**src/rtl/beta_pkg.sv**
```systemverilog
// Shared definitions for the Beta multi-cycle sequencer: state encoding and
// fixed instruction/PC constants used by the memory sequencer.
package beta_pkg;

  typedef logic [2:0] state_t;

  localparam state_t BOOT     = 3'd0;
  localparam state_t FETCH    = 3'd1;
  localparam state_t DECODE   = 3'd2;
  localparam state_t DATA     = 3'd3;
  localparam state_t COMMIT_S = 3'd4;

  // All-zero word decodes as an illegal opcode, steering the CU to ILLOP.
  localparam logic [31:0] ILLOP_INSTR = 32'h0000_0000;

  localparam int SUPERVISOR_BIT = 31;

endpackage

```
**src/rtl/mem_timeout_ctr.sv**
```systemverilog
// Wait-cycle counter for a pending memory request; pulses expire_o on the
// TIMEOUT-th consecutive cycle without an acknowledge.
module mem_timeout_ctr #(
  parameter int TIMEOUT = 255
) (
  input  logic clk_i,
  input  logic rst_i,
  input  logic clear_i,
  input  logic count_i,
  output logic expire_o
);

  localparam int CNT_W = $clog2(TIMEOUT + 1);
  localparam logic [CNT_W-1:0] LAST = CNT_W'(TIMEOUT - 1);

  logic [CNT_W-1:0] cnt_q, cnt_d;

  always_comb begin
    cnt_d = cnt_q;
    if (clear_i) begin
      cnt_d = '0;
    end else if (count_i) begin
      cnt_d = cnt_q + CNT_W'(1);
    end
  end

  always_ff @(posedge clk_i or posedge rst_i) begin
    if (rst_i) begin
      cnt_q <= '0;
    end else begin
      cnt_q <= cnt_d;
    end
  end

  // Expiry on the cycle that would bring the count to TIMEOUT.
  assign expire_o = count_i & (cnt_q == LAST);

endmodule

```
**src/rtl/mem_sequencer.sv**
```systemverilog
// Multi-cycle sequencer for the unpipelined Beta: shares one memory port
// between fetch and LD/ST, holds INSTR, gates COMMIT and schedules IRQ entry.
module mem_sequencer
  import beta_pkg::*;
#(
  parameter int ADDR_W  = 16,
  parameter int TIMEOUT = 255
) (
  input  logic              CLK,
  input  logic              RESET,
  input  logic              IRQ,
  input  logic [31:0]       PC,
  input  logic [31:0]       MA,
  input  logic [31:0]       MWD,
  input  logic              MOE,
  input  logic              MWR,
  input  logic [31:0]       MEM_RD,
  input  logic              MEM_ACK,
  output logic [ADDR_W-1:0] MEM_ADDR,
  output logic              MEM_RE,
  output logic              MEM_WE,
  output logic [31:0]       MEM_WD,
  output logic [31:0]       INSTR,
  output logic [31:0]       RDATA,
  output logic              IRQ_CU,
  output logic              COMMIT,
  output logic              BUS_ERR
);

  state_t state_q, state_d;

  logic [ADDR_W-1:0] addr_q, addr_d;
  logic [31:0]       wd_q, wd_d;
  logic [31:0]       instr_q, instr_d;
  logic [31:0]       rdata_q, rdata_d;
  logic              op_q, op_d;
  logic              irq_pend_q, irq_pend_d;
  logic              irq_cu_q, irq_cu_d;
  logic              commit_q, commit_d;
  logic              bus_err_q, bus_err_d;

  logic at_boundary, irq_take, mem_active, expire;
  logic unused_bits;

  assign unused_bits = ^{PC[30:ADDR_W+2], PC[1:0], MA[31:ADDR_W+2], MA[1:0]};

  // The next clock edge out of BOOT/COMMIT_S is the instruction boundary.
  assign at_boundary = (state_q == BOOT) || (state_q == COMMIT_S);
  assign irq_take    = at_boundary & irq_pend_q & ~PC[SUPERVISOR_BIT];
  assign mem_active  = (state_q == FETCH) || (state_q == DATA);

  mem_timeout_ctr #(
    .TIMEOUT (TIMEOUT)
  ) u_timeout (
    .clk_i    (CLK),
    .rst_i    (RESET),
    .clear_i  (state_d != state_q),
    .count_i  (mem_active & ~MEM_ACK),
    .expire_o (expire)
  );

  always_ff @(posedge CLK or posedge RESET) begin
    if (RESET) begin
      state_q <= BOOT;
    end else begin
      state_q <= state_d;
    end
  end

  always_comb begin
    state_d = state_q;
    case (state_q)
      BOOT, COMMIT_S: state_d = irq_take ? DECODE : FETCH;
      FETCH: begin
        if (MEM_ACK || expire) state_d = DECODE;
      end
      DECODE: begin
        if (irq_cu_q)        state_d = COMMIT_S;
        else if (MOE || MWR) state_d = DATA;
        else                 state_d = COMMIT_S;
      end
      DATA: begin
        if (MEM_ACK || expire) state_d = COMMIT_S;
      end
      default: state_d = BOOT;
    endcase
  end

  // Requests depend on state and the latched op only, never on inputs.
  always_comb begin
    MEM_RE = (state_q == FETCH) || ((state_q == DATA) && !op_q);
    MEM_WE = (state_q == DATA) && op_q;
  end

  always_comb begin
    addr_d     = addr_q;
    wd_d       = wd_q;
    op_d       = op_q;
    instr_d    = instr_q;
    rdata_d    = rdata_q;
    irq_cu_d   = irq_cu_q;
    irq_pend_d = IRQ | (irq_pend_q & ~irq_take);
    bus_err_d  = bus_err_q | expire;
    commit_d   = (state_d == COMMIT_S);

    if (at_boundary) begin
      if (irq_take) begin
        irq_cu_d = 1'b1;
      end else begin
        irq_cu_d = 1'b0;
        addr_d   = PC[ADDR_W+1:2];
      end
    end

    if (state_q == FETCH) begin
      if (MEM_ACK)     instr_d = MEM_RD;
      else if (expire) instr_d = ILLOP_INSTR;
    end

    if ((state_q == DECODE) && !irq_cu_q && (MOE || MWR)) begin
      addr_d = MA[ADDR_W+1:2];
      wd_d   = MWD;
      op_d   = MWR;
    end

    if ((state_q == DATA) && MEM_ACK && !op_q) begin
      rdata_d = MEM_RD;
    end
  end

  always_ff @(posedge CLK or posedge RESET) begin
    if (RESET) begin
      addr_q     <= '0;
      wd_q       <= '0;
      op_q       <= 1'b0;
      instr_q    <= '0;
      rdata_q    <= '0;
      irq_pend_q <= 1'b0;
      irq_cu_q   <= 1'b0;
      commit_q   <= 1'b0;
      bus_err_q  <= 1'b0;
    end else begin
      addr_q     <= addr_d;
      wd_q       <= wd_d;
      op_q       <= op_d;
      instr_q    <= instr_d;
      rdata_q    <= rdata_d;
      irq_pend_q <= irq_pend_d;
      irq_cu_q   <= irq_cu_d;
      commit_q   <= commit_d;
      bus_err_q  <= bus_err_d;
    end
  end

  assign MEM_ADDR = addr_q;
  assign MEM_WD   = wd_q;
  assign INSTR    = instr_q;
  assign RDATA    = rdata_q;
  assign IRQ_CU   = irq_cu_q;
  assign COMMIT   = commit_q;
  assign BUS_ERR  = bus_err_q;

endmodule

```
**config.mk**
```make
export PLATFORM = sky130hd
export DESIGN_NAME = mem_sequencer
export DESIGN_NICKNAME = d
export VERILOG_FILES = /design/src/rtl/beta_pkg.sv /design/src/rtl/mem_timeout_ctr.sv /design/src/rtl/mem_sequencer.sv
export SDC_FILE = /design/constraint.sdc
export NUM_CORES = 1
export LEC_CHECK = 0
export ABC_AREA = 1
export BUFFER_PORTS_ARGS = -buffer_cell sky130_fd_sc_hd__buf_2
export CORE_ASPECT_RATIO = 0.7
export CORE_UTILIZATION = 46
export DETAILED_ROUTE_END_ITERATION = 8
export PLACE_DENSITY = 0.8
export SLEW_MARGIN = 20
export SYNTH_ARGS = -nofsm -noshare
export SYNTH_HDL_FRONTEND = slang
export SYNTH_SLANG_ARGS = --single-unit
export TNS_END_PERCENT = 10
```
**constraint.sdc**
```tcl
create_clock -name CLK -period 4.7 [get_ports CLK]
set_clock_uncertainty 0.15 [all_clocks]
set_input_delay 0.47 -clock CLK [delete_from_list [all_inputs] [get_ports CLK]]
set_output_delay 0.47 -clock CLK [all_outputs]
set_load 0.005 [all_outputs]
```
# --- Yosys cells after proc, flatten, opt, wreduce, memory -nomap -nowiden ---
# Cells that the tools add are included.
totals:
  register_bits: 128
  inputBits: 134
  output_inout_bits: 117
  elab_cells: 64
op_classes:
  addsub: 1
  n_eq_ne: 8
  muxes: 14
  bitwise: 10
  reduce_logical: 20
op_table:
  columns: ["op", "n"]
  rows:
  - ["$mux W32", 2]
  - ["$mux W16", 3]
  - ["$mux W8", 2]
  - ["$mux W3", 4]
  - ["$pmux W3 S4", 1]
  - ["$add A8 B1 Y8 const B", 1]
  - ["$eq A8 B8 Y1 const B", 1]
  - ["$eq A3 B2 Y1 const B", 2]
  - ["$eq A3 B3 Y1 const B", 2]
  - ["$logic_and A1 B1 Y1", 6]
  - ["$reduce_bool A2 Y1", 3]
  - ["$and A1 B1 Y1", 5]
  - ["$logic_or A1 B1 Y1", 5]
  - ["$reduce_and A2 Y1", 2]
  - ["$eq A3 B1 Y1 const B", 1]
  - ["$logic_not A3 Y1", 1]
  - ["$ne A3 B3 Y1", 1]
  - ["$not A1 Y1", 3]
  - ["$logic_not A1 Y1", 2]
  - ["$mux W2", 1]
  - ["$ne A2 B1 Y1 const B", 1]
  - ["$or A1 B1 Y1", 2]
  - ["$reduce_or A2 Y1", 1]
  - ["$mux W1", 1]

# --- Depth between registers and ports, before layout ---
# Gate-level depths: netlist of the first run.
depth:
  ltp_word: 9
  mapped_depth: 10
  mapped_depth_nobuf: 9

# --- Cells and area by module ---
# A second synthesis of the first run with hierarchy kept.
unflattened:
  cells_unflattened: 579
  area_unflattened_um2: 5436.5
by_module_without_submodules:
  columns: ["mod", "instances", "cells_per_inst", "area_per_inst_um2", "seq_area_each_um2"]
  rows:
  - ["mem_sequencer", 1, 519, 4961.0, 3002.9]
  - ["mem_timeout_ctr", 1, 60, 475.5, 200.2]

# --- Worst setup path after synthesis of the first run ---
# Ideal clock, no wire load.
synth_path:
  path_kind: "register to register"
  from: "register u_timeout.cnt_q[0]"
  to: "register instr_q[0], in the netlist INSTR[0]"
  setup_ns: 0.116
  t_arrival_ns: 1.232
  required_ns: 4.434
  path_slack_ns: 3.201
  stages_incl_launch_ff: 11
  n_path_buf: 1
  synth_period_minus_slack_ns: 1.499
  cell_sequence: "dfrtp_1 inv_1 ha_1 nand2_1 nor2_1 nand3_2 nand2_2 nand2_4 buf_6 nand2_1 nand2_1"
synth_via:
  elab_chain_len: 4
synth_rtl:
  columns: ["element", "line_no", "text"]
  rows:
  - ["from (decl)", "mem_timeout_ctr.sv:16", "logic [CNT_W-1:0] cnt_q, cnt_d;"]
  - ["from (signal assigned)", "mem_timeout_ctr.sv:31", "cnt_q <= cnt_d;"]
  - ["$eq A8 B8 Y1", "mem_timeout_ctr.sv:36", "assign expire_o = count_i & (cnt_q == LAST);"]
  - ["$and A1 B1 Y1", "mem_timeout_ctr.sv:36", null]
  - ["$reduce_bool A2 Y1 (no source line)", null, null]
  - ["$reduce_and A2 Y1 (no source line)", null, null]
  - ["to (signal assigned)", "mem_sequencer.sv:146", "instr_q <= instr_d;"]
  - ["to (decl)", "mem_sequencer.sv:34", "logic [31:0] instr_q, instr_d;"]
# Every way passes these cells.
# A chain may end at the register's enable or synchronous reset.

# --- Worst setup path in the final report of the first run ---
layout_path:
  from: "register state_q[1]"
  to: "register state_q[1]"
layout_via:
  elab_chain_len: 7
  word_cells_on_any_way: 17
  classes_between: "4 x eq/ne; 4 x mux; 4 x bitwise; 5 x reduce/logical"
layout_rtl:
  columns: ["element", "line_no", "text"]
  rows:
  - ["from (decl)", "mem_sequencer.sv:30", "state_t state_q, state_d;"]
  - ["from (signal assigned)", "mem_sequencer.sv:66", "state_q <= state_d;"]
  - ["$eq A3 B1 Y1 / $eq A3 B2 Y1 (equally long branches)", "mem_sequencer.sv:50, mem_sequencer.sv:72", null]
  - ["$logic_or A1 B1 Y1", "mem_sequencer.sv:50", "assign mem_active = (state_q == FETCH) || (state_q == DATA);"]
  - ["$and A1 B1 Y1", "mem_sequencer.sv:58", ".count_i (mem_active & ~MEM_ACK),"]
  - ["$and A1 B1 Y1", "mem_timeout_ctr.sv:36", null]
  - ["$logic_or A1 B1 Y1", "mem_sequencer.sv:75, mem_sequencer.sv:83", null]
  - ["$mux W3 (on tied branches)", "mem_sequencer.sv:83, mem_sequencer.sv:75", null]
  - ["$pmux W3 S4 (*)", "mem_sequencer.sv:72", "case (state_q)"]
  - ["named net state_d[1]", "mem_sequencer.sv:30", null]
# Mark *: on every way through the listed nets, which the timed path passes. The rest lies on a longest branch.

==> results_dict.tcl, run 1 <==
set metrics [dict create \
    hold_path_class "input pin to flip-flop" \
    grt_remaining_overflow 0 \
    total_design_power_w 0.00455 \
    synthDominantCellAreaShare_pct 61.7 \
    rr_endpoint "state_q[1]" \
    power.leakage_nw 4.03 \
    grt_use_met3_pct 6.22 \
    status "complete, no violations" \
    pin_count_of_the_biggest_net_entering_global_routing 65 \
    wl_per_cell_um 12.5 \
    avgSynthCellArea_um2 8.89 \
    post_cts_buffers 0 \
    achievable-frequency_mhz 422 \
    crit_start_category "flip-flop" \
    routed-via-count 4332 \
    period_minus_slack_ns 2.37 \
    min_delay_path_depth 3 \
    timing.hold.worst_endpoint "MEM_WD[15]" \
    setup_total_negative_slack_ns 0 \
    netlist_area_um2 5190 \
    synthDistinctLibCells 28 \
    cell_count_post_placement 936 \
    cts.reportedPaths.clkPinSlew_ns 0.05 \
    peak_supply_drop_uv 393 \
    place.gp.congestion 0.764 \
    htree_levels 4 \
    maxCapViolCount 0 \
    synth_most_common_cell "sky130_fd_sc_hd__nand2_1" \
    drive_above_1_share_pct 32.5 \
    post_synth_most_frequent_cells "sky130_fd_sc_hd__nand2_1, sky130_fd_sc_hd__dfrtp_1, sky130_fd_sc_hd__inv_1" \
    timing.critical_path.fanout_max 45 \
    worst_pin_slew_ns 0.894 \
    critPathCaptureType "flip-flop" \
    worstSkewPairLatency_ns 0.40 \
    ys_async_sr_fraction_pct 100 \
    crit-reg2reg-launch "state_q[1]" \
    final_util_pct 63.4 \
    fp.dieArea_um2 11700 \
    yosys_register_bits 128 \
    routed_via_density 4.47 \
    power.share.combinational_pct 30.3 \
    port_buffers 219 \
    cts_hold_buf 1 \
    power.sequential.fraction_pct 40.0 \
    power_switching_share_pct 32.4 \
    drtAntennaViolNets 0 \
    die_span_y_um 90.9 \
    finish.cell_count_without_fillers 969 \
    tritoncts_num_sinks 128 \
    yosys_warnings 0 \
    p_sw_w 0.00147 \
    yosys.area.top_type "sky130_fd_sc_hd__dfrtp_1" \
    wire_length_of_the_first_global_routing_pass_mm 19.6 \
    tritoncts "yes" \
    top_cells_by_area_in_the_synthesized_netlist "sky130_fd_sc_hd__dfrtp_1, sky130_fd_sc_hd__nand2_1, sky130_fd_sc_hd__inv_1" \
    setup.worst_path.class "flip-flop to flip-flop" \
    final_net_count 939 \
    fraction_of_the_yosys_area_taken_by_sequential_cells_pct 61.7 \
    top_level_ports 251 \
    std_cell_rows 32 \
    drt-total-wl_mm 12.1 \
    hp-start "MWD[15]" \
    power.share.clock_pct 29.7 \
    cts_repair_resize_count 0 \
    gr-usage-met2_pct 33.8 \
    final-max-slew-violation-count 0 \
    clock_path_buffers 2 \
    start_util_pct 47.2 \
    timing.final.hold_violations 0 \
    syn-instance-count 584 \
    number_of_global_route_vias_before_repair 4120 \
    core_region_area_um2 11000 \
    gr-usage-met1_pct 29.3 \
    report.final.setup_viol 0 \
    crit_required_ns 4.80 \
    global_route.peak_usage_layer "met2" \
    post-route-drc-count 0 \
    arrival_time_worst_endpoint_ns 2.47 \
    die_w_um 129 \
    worst_setup_path_startpoint "state_q[1]" \
    internal_power_w 0.00308 \
    synth_enable_flop_cells 0 \
    timing.final.crit_share_pct 50.4 \
    ys_dominant_reg_cell "sky130_fd_sc_hd__dfrtp_1" \
    rrSetupSlack_ns 2.33 \
    rsz0062_at_grt "no" \
    power.density_cell_area_nw_per_um2 651 \
    drtIter0Drc 195 \
    worst_slew_margin_rel_pct 40.3 \
    num_antenna_cells 0 \
    detailed_place_hpwl_mm 8.43 \
    drtPass1Iterations 4 \
    syn_to_final_growth_pct 34.5 \
    syn_nets 720 \
    numCtsBuffers 17 \
    grt_antenna_before_repair 0 \
    cts.root.buffer_cell "sky130_fd_sc_hd__clkbuf_16" \
    worst-r2r-cell-count 7 \
    grt.total_usage_pct 21.9 \
]
## worst max-delay path by stage
stage / endpoint / slack, ns / cells past startpoint
final: state_q[1] / 2.33 / 7
after floorplan: BUS_ERR / 0.67 / 1
after CTS: state_q[1] / 2.34 / 7
after global placement: state_q[1] / 2.18 / 8
after detailed placement: state_q[1] / 2.16 / 8
after global routing: state_q[1] / 2.13 / 7
## cells by family after synthesis
| logic type | after synthesis | share of synthesized area (%) |
|---|---|---|
| simple gates | 316 | 24.1 |
| flops | 128 | 61.7 |
| buf+inv | 79 | 6.91 |
| compound gates | 53 | 5.83 |
| xor+xnor | 6 | 1.01 |
| fa+ha+maj | 2 | 0.482 |
## placed cells by master (no fill, tap or decap)
cell,Yosys,final
sky130_fd_sc_hd__clkbuf_1,4,2
sky130_fd_sc_hd__nand3_1,7,7
sky130_fd_sc_hd__inv_4,0,1
sky130_fd_sc_hd__clkbuf_8,0,1
sky130_fd_sc_hd__o21ai_1,15,15
sky130_fd_sc_hd__nor2_4,2,2
sky130_fd_sc_hd__buf_4,5,4
sky130_fd_sc_hd__dlygate4sd3_1,0,1
sky130_fd_sc_hd__dfrtp_1,128,128
sky130_fd_sc_hd__nand2_1,270,270
sky130_fd_sc_hd__nor2_1,29,28
sky130_fd_sc_hd__o21a_1,1,1
sky130_fd_sc_hd__nor3_2,1,1
sky130_fd_sc_hd__nor3_1,2,2
sky130_fd_sc_hd__clkinv_2,0,6
sky130_fd_sc_hd__clkinvlp_4,0,2
sky130_fd_sc_hd__bufinv_16,0,4
sky130_fd_sc_hd__ha_1,2,2
sky130_fd_sc_hd__xnor2_1,2,2
sky130_fd_sc_hd__inv_2,2,2
sky130_fd_sc_hd__nand3_2,1,1
sky130_fd_sc_hd__nor2_2,0,1
sky130_fd_sc_hd__xor2_1,4,4
sky130_fd_sc_hd__clkbuf_16,0,17
sky130_fd_sc_hd__nand3_4,1,1
sky130_fd_sc_hd__o21ai_0,19,19
sky130_fd_sc_hd__buf_2,10,219
sky130_fd_sc_hd__o21bai_1,1,1
sky130_fd_sc_hd__inv_1,53,52
sky130_fd_sc_hd__o22ai_1,6,6
sky130_fd_sc_hd__nand2_4,1,1
sky130_fd_sc_hd__a21oi_1,1,1
sky130_fd_sc_hd__o211ai_1,10,10
sky130_fd_sc_hd__nand2_2,2,2
## sequential cells by signal (all words and copies together) (netlist names)
signal	count
u_timeout.cnt_q	8
INSTR	32
state_q	3
RDATA	32
op_q	1
BUS_ERR	1
irq_pend_q	1
IRQ_CU	1
MEM_ADDR	16
MEM_WD	32
COMMIT	1
## final cells by class
class | count | area, µm²
clock buffers | 20 | 447
inverters | 55 | 209
repair buffers | 224 | 1140
fillers | 965 | 4030
multi-input cells | 377 | 1630
flip-flops and latches | 128 | 3200
clock inverters | 12 | 165
well taps | 153 | 191
## layer usage
layer | wire [µm] | part of all wire [%] | up-vias
met4 | 218 | 1.8 | 0
met2 | 5630 | 47 | 109
met3 | 553 | 4.6 | 22
met1 | 5680 | 47 | 1978
li1 | - | - | 2223
met5 | 0 | 0 | -
## critical path, cell delays in order (launching register included)
cell and delay [ns]:
sky130_fd_sc_hd__dfrtp_1 0.43, sky130_fd_sc_hd__inv_2 0.13, sky130_fd_sc_hd__nor3_2 0.05, sky130_fd_sc_hd__nand2_1 0.26, sky130_fd_sc_hd__buf_4 0.46, sky130_fd_sc_hd__inv_2 0.41, sky130_fd_sc_hd__nor2_1 0.20, sky130_fd_sc_hd__nand3_1 0.10
## per-stage QoR
stage | worst slack [ns] | area, µm² | hold slack (ns)
final | 2.33 | 6990 | 0.111
after global routing | 2.13 | 6990 | 0.106
after CTS | 2.34 | 6990 | 0.0898
after detailed placement | 2.16 | 6360 | 0.303
after global placement | 2.18 | 6360 | 0.299
after floorplan | 0.667 | 5190 | 0.308
## power by group through the flow
stage / sequential, W / clock, W / combinational (W)
floorplan: 0.00186 / 0 / 0.000715
detailed placement: 0.00182 / 0 / 0.00141
global placement: 0.00180 / 0 / 0.00136
CTS: 0.00182 / 0.00138 / 0.00140
finish: 0.00182 / 0.00135 / 0.00138
global route: 0.00187 / 0.00143 / 0.00159
Power figures use the tool's default switching activity.
==> inputs of run 2 (changes only) <==
Clock period 4.7 ns to 2.3 ns, I/O delays scaled along.
==> run 2 against run 1 <==
  * Via count is 14% higher
  * Combinational power up 140%
  * Register-to-register slack got worse by 2.2 ns
  * Clock power increased by 92%
  * Final area up 15%
  * Final cell count is 11% higher
  * Core utilization is 9.3 points higher
  * Non-clock buffer count is 102 higher
  * Hold slack got worse by 0.028 ns
==> results_dict.tcl, run 2 (same netlist as run 1, synthesis figures left out) <==
set metrics [dict create \
    min_delay_path_depth 4 \
    num_antenna_cells 0 \
    timing.final.hold_violations 0 \
    cts.reportedPaths.clkPinSlew_ns 0.06 \
    multiInputGateArea_um2 1640 \
    drt-total-wl_mm 14.7 \
    grt_antenna_before_repair 0 \
    hp-start "MEM_ACK" \
    cts.root.buffer_cell "sky130_fd_sc_hd__clkbuf_16" \
    port_buffers 219 \
    cell_count_post_placement 939 \
    core_region_area_um2 11000 \
    p_sw_w 0.00322 \
    arrival_time_worst_endpoint_ns 2.37 \
    regArea_um2 3200 \
    power.share.clock_pct 26.8 \
    die_w_um 129 \
    wl_per_cell_um 13.7 \
    wire_length_of_the_first_global_routing_pass_mm 23.9 \
    power.density_cell_area_nw_per_um2 1210 \
    syn_to_final_growth_pct 54.3 \
    drive_above_1_share_pct 29.8 \
    std_cell_rows 32 \
    timing.critical_path.fanout_max 24 \
    finish.cell_count_without_fillers 1072 \
    top_level_ports 251 \
    pin_count_of_the_biggest_net_entering_global_routing 129 \
    power.sequential.fraction_pct 38.7 \
    fp.dieArea_um2 11700 \
    routed-via-count 4924 \
    place.gp.congestion 0.791 \
    maxCapViolCount 0 \
    worst_pin_slew_ns 0.690 \
    critPathCaptureType "flip-flop" \
    power_switching_share_pct 33.2 \
    period_minus_slack_ns 2.24 \
    number_of_global_route_vias_before_repair 5092 \
    worst_setup_path_startpoint "MWR" \
    worst_slew_margin_rel_pct 54.0 \
    post-route-drc-count 0 \
    crit_required_ns 2.43 \
    worst-r2r-cell-count 7 \
    detailed_place_hpwl_mm 8.34 \
    routed_via_density 4.59 \
    power.leakage_nw 4.46 \
    clock_path_buffers 2 \
    grt_remaining_overflow 0 \
    htree_levels 4 \
    crit-reg2reg-launch "state_q[1]" \
    drtAntennaViolNets 0 \
    drtPass1Iterations 5 \
    mostFrequentLayoutCell "sky130_fd_sc_hd__nand2_1" \
    final-max-slew-violation-count 0 \
    die_span_y_um 90.9 \
    worstSkewPairLatency_ns 0.40 \
    crit_start_category "input pin" \
    grt.total_usage_pct 26.4 \
    layout.cells.most_common_list "sky130_fd_sc_hd__nand2_1, sky130_fd_sc_hd__buf_2, sky130_fd_sc_hd__dfrtp_1" \
    setup.worst_path.class "input pin to flip-flop" \
    peak_supply_drop_uv 705 \
    start_util_pct 47.2 \
    timing.final.crit_share_pct 97.5 \
    numCtsBuffers 17 \
    internal_power_w 0.00646 \
    status "complete, no violations" \
    hold_path_class "input pin to flip-flop" \
    report.final.setup_viol 0 \
    power.share.combinational_pct 34.6 \
    fillers 798 \
    achievable-frequency_mhz 446 \
    tritoncts "yes" \
    drtIter0Drc 249 \
    tritoncts_num_sinks 128 \
    fin_hold_ws_ns 0.0823 \
    final_net_count 1042 \
]
run 2: routing by layer:
layer / routed length, µm / global-route usage [%] / vias up
met5: 0 / 0 / -
met4: 350 / 12.4 / 0
met3: 614 / 5.75 / 32
met2: 7420 / 45.3 / 163
met1: 6270 / 31.6 / 2293
li1: - / - / 2436
run 2: area by class of cell:
| cell class | instances | area share [%] |
|---|---|---|
| Inverter | 55 | 2.69 |
| Sequential cell | 128 | 40.0 |
| Timing Repair inverter | 1 | 0.0625 |
| Tap cell | 153 | 2.39 |
| Timing Repair Buffer | 326 | 27.1 |
| Clock inverter | 11 | 1.41 |
| Clock buffer | 21 | 5.87 |
| Multi-Input combinational cell | 377 | 20.5 |
run 2: path summary, 6_finish.rpt:
kind	endpoint	slack, ns
worst min register to register	INSTR[17]	0.32
worst max-delay path	MEM_ADDR[2]	0.06
max in group asynchronous	COMMIT	1.04
min in group asynchronous	INSTR[4]	0.42
worst min-delay path	BUS_ERR	0.08
worst max register to register	MEM_ADDR[2]	0.17
run 2: metrics by stage:
stage | cell area (µm²) | setup slack [ns] | total power [W] | util (%) | TNS [ns]
2_1_floorplan | 5200 | 0.339 | 0.00527 | - | 0
3_3_place_gp | 6410 | 0.558 | 0.00652 | 58.2 | 0
3_5_place_dp | 6410 | 0.523 | 0.00664 | 58.2 | 0
4_1_cts | 7990 | 0.113 | 0.00962 | 72.5 | 0
5_1_grt | 8010 | -0.00481 | 0.0104 | 72.8 | -0.00481
6_report | 8010 | 0.0574 | 0.00968 | 72.8 | 0
run 2: power by group through the flow:
stage	registers [W]	logic [W]	clock network (W)
6_report	0.00374	0.00334	0.00259
5_1_grt	0.00386	0.00375	0.00275
4_1_cts	0.00371	0.00326	0.00265
3_5_place_dp	0.00371	0.00293	0
3_3_place_gp	0.00368	0.00283	0
2_1_floorplan	0.00381	0.00146	0
run 2: what timing repair did:
| item | in CTS | in global routing |
|---|---|---|
| hold buffers | 99 | 0 |
| setup buffers | 0 | 1 |
| resized for setup | 0 | 7 |
| hold endpoints to repair | 242 | 0 |
| endpoints found under the setup margin | 0 | 10 |
run 2: worst max-delay path: stages:
cell	delay, ns
sky130_fd_sc_hd__dlygate4sd3_1	0.55
sky130_fd_sc_hd__buf_2	0.13
sky130_fd_sc_hd__nor2_1	0.16
sky130_fd_sc_hd__nor2_1	0.09
sky130_fd_sc_hd__nand2_2	0.15
sky130_fd_sc_hd__clkinv_4	0.15
sky130_fd_sc_hd__buf_12	0.19
sky130_fd_sc_hd__nand2_1	0.07
sky130_fd_sc_hd__nand2_1	0.06
sky130_fd_sc_hd__dlygate4sd3_1	0.58
